`config.mk`:
```
export PLATFORM = sky130hd
export DESIGN_NAME = alu_sequencer
export DESIGN_NICKNAME = d
export VERILOG_FILES = /design/src/rtl/alu_sequencer.sv
export SDC_FILE = /design/constraint.sdc
export NUM_CORES = 1
export LEC_CHECK = 0
export CAP_MARGIN = 15
export CORE_MARGIN = 5
export CORE_UTILIZATION = 44
export DETAILED_ROUTE_END_ITERATION = 7
export GPL_ROUTABILITY_DRIVEN = 0
export HOLD_SLACK_MARGIN = 0.03
export PLACE_DENSITY = 0.79
export SETUP_SLACK_MARGIN = 0.5
export SYNTH_ARGS = -nofsm -noshare
export SYNTH_HDL_FRONTEND = slang
export SYNTH_SLANG_ARGS = --single-unit
```
`constraint.sdc`:
```
create_clock -name clk -period 3.05 [get_ports clk]
set_input_delay 0.4575 -clock clk [delete_from_list [all_inputs] [get_ports clk]]
set_output_delay 0.4575 -clock clk [all_outputs]
set_load 0.05 [all_outputs]
```
`src/rtl/alu_sequencer.sv`:
```
// Sequences one 8- or 16-bit request onto the shared ALU, one byte pass per phi rising edge,
// low byte first, and holds the assembled result on a valid/ready response port.
module alu_sequencer #(
  parameter int DATA_WIDTH   = 8,
  parameter int OPCODE_WIDTH = 4,
  parameter int ALU_LATENCY  = 1
) (
  input  logic                      clk,
  input  logic                      rst,
  input  logic                      phi,
  input  logic                      req_valid,
  output logic                      req_ready,
  input  logic                      req_wide,
  input  logic [OPCODE_WIDTH-1:0]   req_opcode,
  input  logic [OPCODE_WIDTH-1:0]   req_opcode_hi,
  input  logic [2*DATA_WIDTH-1:0]   req_a,
  input  logic [2*DATA_WIDTH-1:0]   req_b,
  output logic                      rsp_valid,
  input  logic                      rsp_ready,
  output logic [2*DATA_WIDTH-1:0]   rsp_result,
  output logic [DATA_WIDTH-1:0]     alu_operand_A,
  output logic [DATA_WIDTH-1:0]     alu_operand_B,
  output logic [OPCODE_WIDTH-1:0]   alu_opcode,
  input  logic [DATA_WIDTH-1:0]     alu_result,
  output logic                      busy
);

  localparam int CW = $clog2(ALU_LATENCY + 1);

  localparam logic [2:0] S_IDLE    = 3'd0;
  localparam logic [2:0] S_WAIT_LO = 3'd1;
  localparam logic [2:0] S_EXEC_LO = 3'd2;
  localparam logic [2:0] S_WAIT_HI = 3'd3;
  localparam logic [2:0] S_EXEC_HI = 3'd4;
  localparam logic [2:0] S_DONE    = 3'd5;

  logic [2:0]              state_q, state_d;
  logic                    phi_q;
  logic                    phi_rise;
  logic [CW-1:0]           cnt_q, cnt_d;
  logic                    wide_q, wide_d;
  logic [OPCODE_WIDTH-1:0] op_lo_q, op_lo_d;
  logic [OPCODE_WIDTH-1:0] op_hi_q, op_hi_d;
  logic [2*DATA_WIDTH-1:0] a_q, a_d;
  logic [2*DATA_WIDTH-1:0] b_q, b_d;
  logic [DATA_WIDTH-1:0]   alu_a_q, alu_a_d;
  logic [DATA_WIDTH-1:0]   alu_b_q, alu_b_d;
  logic [OPCODE_WIDTH-1:0] alu_op_q, alu_op_d;
  logic [2*DATA_WIDTH-1:0] result_q, result_d;
  logic                    rsp_valid_q, rsp_valid_d;

  // Byte lanes of the latched operands: lane 0 feeds the low pass, lane 1 the high pass.
  logic [DATA_WIDTH-1:0] a_lane [2];
  logic [DATA_WIDTH-1:0] b_lane [2];

  genvar gi;
  generate
    for (gi = 0; gi < 2; gi++) begin : g_lane
      assign a_lane[gi] = a_q[gi*DATA_WIDTH +: DATA_WIDTH];
      assign b_lane[gi] = b_q[gi*DATA_WIDTH +: DATA_WIDTH];
    end
  endgenerate

  assign phi_rise = phi && !phi_q;

  always_comb begin
    state_d     = state_q;
    cnt_d       = cnt_q;
    wide_d      = wide_q;
    op_lo_d     = op_lo_q;
    op_hi_d     = op_hi_q;
    a_d         = a_q;
    b_d         = b_q;
    alu_a_d     = alu_a_q;
    alu_b_d     = alu_b_q;
    alu_op_d    = alu_op_q;
    result_d    = result_q;
    rsp_valid_d = rsp_valid_q;
    case (state_q)
      S_IDLE: begin
        if (req_valid) begin
          wide_d   = req_wide;
          op_lo_d  = req_opcode;
          op_hi_d  = req_opcode_hi;
          a_d      = req_a;
          b_d      = req_b;
          result_d = '0;
          state_d  = S_WAIT_LO;
        end
      end
      S_WAIT_LO: begin
        if (phi_rise) begin
          alu_a_d  = a_lane[0];
          alu_b_d  = b_lane[0];
          alu_op_d = op_lo_q;
          cnt_d    = CW'(ALU_LATENCY);
          state_d  = S_EXEC_LO;
        end
      end
      S_EXEC_LO: begin
        // Capturing on the cnt==1 edge lands exactly ALU_LATENCY clk after the issue edge.
        if (cnt_q == CW'(1)) begin
          cnt_d                  = '0;
          result_d[DATA_WIDTH-1:0] = alu_result;
          state_d                = wide_q ? S_WAIT_HI : S_DONE;
          rsp_valid_d            = !wide_q;
        end else begin
          cnt_d = cnt_q - CW'(1);
        end
      end
      S_WAIT_HI: begin
        if (phi_rise) begin
          alu_a_d  = a_lane[1];
          alu_b_d  = b_lane[1];
          alu_op_d = op_hi_q;
          cnt_d    = CW'(ALU_LATENCY);
          state_d  = S_EXEC_HI;
        end
      end
      S_EXEC_HI: begin
        if (cnt_q == CW'(1)) begin
          cnt_d                                   = '0;
          result_d[2*DATA_WIDTH-1:DATA_WIDTH]     = alu_result;
          state_d                                 = S_DONE;
          rsp_valid_d                             = 1'b1;
        end else begin
          cnt_d = cnt_q - CW'(1);
        end
      end
      S_DONE: begin
        if (rsp_valid_q && rsp_ready) begin
          rsp_valid_d = 1'b0;
          state_d     = S_IDLE;
        end
      end
      default: begin
        state_d     = S_IDLE;
        rsp_valid_d = 1'b0;
      end
    endcase
  end

  always_ff @(posedge clk or posedge rst) begin
    if (rst) begin
      state_q     <= S_IDLE;
      phi_q       <= 1'b0;
      cnt_q       <= '0;
      wide_q      <= 1'b0;
      op_lo_q     <= '0;
      op_hi_q     <= '0;
      a_q         <= '0;
      b_q         <= '0;
      alu_a_q     <= '0;
      alu_b_q     <= '0;
      alu_op_q    <= '0;
      result_q    <= '0;
      rsp_valid_q <= 1'b0;
    end else begin
      state_q     <= state_d;
      phi_q       <= phi;
      cnt_q       <= cnt_d;
      wide_q      <= wide_d;
      op_lo_q     <= op_lo_d;
      op_hi_q     <= op_hi_d;
      a_q         <= a_d;
      b_q         <= b_d;
      alu_a_q     <= alu_a_d;
      alu_b_q     <= alu_b_d;
      alu_op_q    <= alu_op_d;
      result_q    <= result_d;
      rsp_valid_q <= rsp_valid_d;
    end
  end

  assign req_ready     = (state_q == S_IDLE);
  assign busy          = (state_q != S_IDLE);
  assign rsp_valid     = rsp_valid_q;
  assign rsp_result    = result_q;
  assign alu_operand_A = alu_a_q;
  assign alu_operand_B = alu_b_q;
  assign alu_opcode    = alu_op_q;

endmodule

```
# After elaboration in Yosys (flattened, before gate mapping)
# Index checks and enable logic that the tools add are counted.
# Widths: inputs -> output; s select.
[classes] muxes=28 reduce_logical=20 n_eq_ne=12 add_sub_neg=1 bitwise_logic=1
[ops] op="$pmux 8 s2" n=4
[ops] op="$mux 8" n=5
[ops] op="$mux 3" n=7
[ops] op="$pmux 3 s6" n=1
[ops] op="$mux 16" n=1
[ops] op="$ne 2x2->1 const B" n=6
[ops] op="$reduce_and 3->1" n=3
[ops] op="$mux 4" n=2
[ops] op="$pmux 4 s2" n=1
[ops] op="$reduce_bool 2->1" n=4
[ops] op="$eq 3x2->1 const B" n=2
[ops] op="$eq 3x3->1 const B" n=2
[ops] op="$reduce_and 6->1" n=1
[ops] op="$mux 1" n=5
[ops] op="$pmux 1 s4" n=1
[ops] op="$reduce_and 2->1" n=2
[ops] op="$reduce_and 4->1" n=1
[ops] op="$reduce_or 2->1" n=2
[ops] op="$eq 3x1->1 const B" n=1
[ops] op="$logic_not 3->1" n=1
[ops] op="$reduce_bool 3->1" n=1
[ops] op="$reduce_or 3->1" n=1
[ops] op="$logic_and 1x1->1" n=2
[ops] op="$logic_not 1->1" n=2
[ops] op="4 further kinds" n=4
[totals] in_bits=54 ff_bits=83 out_inout_bits=39 elab_cells=76

# Logic depth before layout (Yosys ltp)
[logic_depth] ltp_word=4 ltp_mapped=7 mapped_depth_nobuf=4

# Worst setup path before layout
# No wires, ideal clock.
[synth_path] path_kind="reg2out" from="reg state_q[2]" to="out busy" required_time_ns=2.592 path_slack_ns=0.897 path_stages_with_launch=4 arrival_ns=1.696 cell_sequence="dfrtp_1 -> buf_2 -> nor3_2 -> inv_1"
[synth_between] elab_chain_len=1
[synth_lines] item="from (decl)" line_no="37" source="logic [2:0] state_q, state_d;"
[synth_lines] item="from (signal assigned)" line_no="159" source="state_q <= state_d;"
[synth_lines] item="$reduce_bool 3->1" line_no="176" source="assign busy = (state_q != S_IDLE);"
[synth_lines] item="to (decl)" line_no="25" source="output logic busy"
# No other way between the ends.

# Final worst setup path
[layout_path] from="reg state_q[2]" to="out req_ready"
[layout_between] elab_chain_len=1
[layout_lines] item="$logic_not 3->1" line_no="175" source="assign req_ready = (state_q == S_IDLE);"
[layout_lines] item="to (decl)" line_no="12" source="output logic req_ready,"
# No other way between the ends.

==> impl_metrics.ini <==
[run_status]
status = complete, no violations

[critical_path]
worst-path-stages = 2
critical-path-slowest-cell = dfrtp_1
critPathLaunchType = flip-flop
end_kind = output port
rr_worst_depth = 5
crit_chain = nor3_2 -> dlygate4sd2_1
crit_type = flip-flop to output port
critPathTopFamily = flip-flops
timing.rr.start = state_q[2]
crit_buf_inv = 1
worstPathRequired_ps = 2590
reg2reg_to = alu_operand_B[6]
arrival_ps = 1820
regToRegSetupSlack_ps = 1020
slowest_delay_ps = 570
cp_max_fo = 16

[synthesis]
syn-cell-area_mm2 = 0.00349
synthFlopType = dfrtp_1
postSynthAreaPerCell_um2 = 9.29
yosysMostFrequentCell = nand2_1
syn-num-nets = 430
synth_top_family_by_area = simple AND/OR/NAND/NOR gates
synth_edf_count = 0
synthAdderAreaFrac_pct = 0.287
synthMuxAreaShare_pct = 7.56
syn_inst = 376
synth-seq-cells = 83
yosys-top-cells-count = 143 x nand2_1, 83 x dfrtp_1, 25 x nor2_1, 23 x mux2i_1, 22 x a21oi_1
synth.area.top_cells = dfrtp_1 59%, nand2_1 15%, mux2i_1 6.6%, a21oi_1 3.2%, nor2_1 2.7%
yosysWarnings = 0
synth_top_area_cell = dfrtp_1
yosysTopAreaCellShare_pct = 59.5
synthArstFlopShare_pct = 100
synth_cell_type_count = 26
synth_xor_area_share_pct = 0.251
yosysSeqAreaShare_pct = 59.5
synth_simple_gate_area_share_pct = 21.6
synth-compound-area-share_pct = 6.52

[floorplan]
die_x_um = 99.1
ioPinCount = 93
dieArea_mm2 = 0.00982
rows = 32
core_mm2 = 0.00773
start_util_pct = 45.2
dieHeight_um = 99.1

[job]
max_cap_violations = 0

[min_path]
holdPathStages = 2
hold_end = b_q[13]
hold_path.startpoint = b_q[13]
hold_path_class = flip-flop to flip-flop

[routing]
via_count = 2804
wl_per_cell_um = 14.2
vias_per_cell = 4.96
final_antenna_net_count = 0
drcViolationCount = 0
dr.first_iter.drc_count = 115
wl_um = 8000
first_pass_iters = 4

[finish]
layout.nets = 512
stdcell_count = 565
design_area_mm2 = 0.00472
area_delta_synth_final_pct = 35.2
diodes = 0
final_layout_size_suffix_gt1_share_pct = 5.40
utilization_pct = 61.1

[sta]
period_share_pct = 74.7
final.setup.worst_slack_ps = 772
rsz0062_at_grt = no
setup-violations-final = 0
fin_crit_ps = 2280
clock.fmax_mhz = 439
finalMaxSlewViolations = 0
worst_pin_slew_ps = 948
hold_ws_ps = 477
tns_ps = 0
clock_skew_ps = 7.48
finalHoldViolCount = 0
slew_headroom_pct = 36.6

[power]
max-vdd-ir-drop_mv = 0.631
p_leak_nw = 2.28
powerDensity_mw_per_mm2 = 1150
finalPower_mw = 5.43

[place]
dpl.cell_count = 549
dp_hpwl_um = 5450
io_buffers = 92
dpl_worst_slack_ps = 844
post_dp_cell_area_mm2 = 0.00451

[global_route]
grt_pass1_vias = 2901
antenna_found_initial = 0
grt.total_usage_pct = 17.2
grt_overflow = 0
grt_first_pass_wirelength_um = 13900
grt_max_degree = 84

[cts]
postCtsSetupBuffers = 0
htree_levels = 3
cts_tree = built
cts_made_buffers = 9
clk_pin_slew_ps = 80
cts_buffer_depth = 2
clk_latency_ps = 350
clock-sinks = 83
cts-root-buf = clkbuf_8
metal layers:
metal / global-route usage [%] / part of all wire, % / up-vias
met4: 4.52 / 1.6 / 0
met1: 22.4 / 43 / 1329
li1: - / - / 1371
met2: 28.6 / 49 / 91
met5: 0 / 0 / -
met3: 4.77 / 6.0 / 13
layout make-up:
class / count / area (um^2)
timing repair buffer: 96 / 990
clock buffer: 10 / 138
fill: 634 / 3000
multi-input combinational: 257 / 1270
tap: 102 / 128
sequential: 83 / 2080
inverter: 11 / 45.0
clock inverter: 6 / 71.3
cell families (layout without fill, tap and decap cells):
logic type | Yosys count | count (layout)
simple gates | 187 | 187
flops | 83 | 83
compound gates | 42 | 42
buf+inv | 36 | 123
mux | 26 | 26
fa+ha+maj | 1 | 1
xor+xnor | 1 | 1
what timing repair did:
item	CTS	global route
setup endpoints to repair	2	1
hold buffers	0	0
gates resized for setup	2	1
pin swaps	0	0
placed cells by master (no fill, tap or decap), drive strengths merged:
cell type      instances
a21oi                 22
a221o                  1
a41o                   1
and2                   1
and3                   1
buf                    4
bufinv                 1
clkbuf                10
clkdlybuf4s50         90
clkinv                 1
clkinvlp               3
dfrtp                 83
dlygate4sd2            1
dlymetal6s2s           1
inv                   12
maj3                   1
mux2                   3
mux2i                 23
nand2                143
nand2b                 1
nand4                  8
nor2                  25
nor2b                  4
nor3                   3
nor4b                  1
o21ai                 16
o31ai                  1
o32a                   1
xnor2                  1
power breakdown:
part | internal [mW] | switching, mW | leakage (nW)
clock | 0.408 | 0.414 | 0.0995
combinational | 0.948 | 1.67 | 1.16
sequential | 1.62 | 0.369 | 1.02
flip-flops by register name, summed over array words and instances (netlist names):
name           count
rsp_valid          1
phi_q              1
op_hi_q            4
rsp_result        16
a_q               16
alu_opcode         4
cnt_q              1
b_q               16
alu_operand_B      8
state_q            3
alu_operand_A      8
wide_q             1
op_lo_q            4
worst min-delay path, delay by kind of cell (launching register included):
family	cells	cell delay, ps
flops	1	350
simple gates	2	100
worst max-delay path by stage:
stage | startpoint | slack (ps) | end
CTS | state_q[2] | 540 | busy
global placement | state_q[1] | 860 | req_ready
global route | state_q[2] | 630 | req_ready
finish | state_q[2] | 770 | req_ready
floorplan | state_q[2] | 900 | busy
detailed placement | state_q[2] | 840 | req_ready
Note: power is estimated with default switching activity, not from simulation.
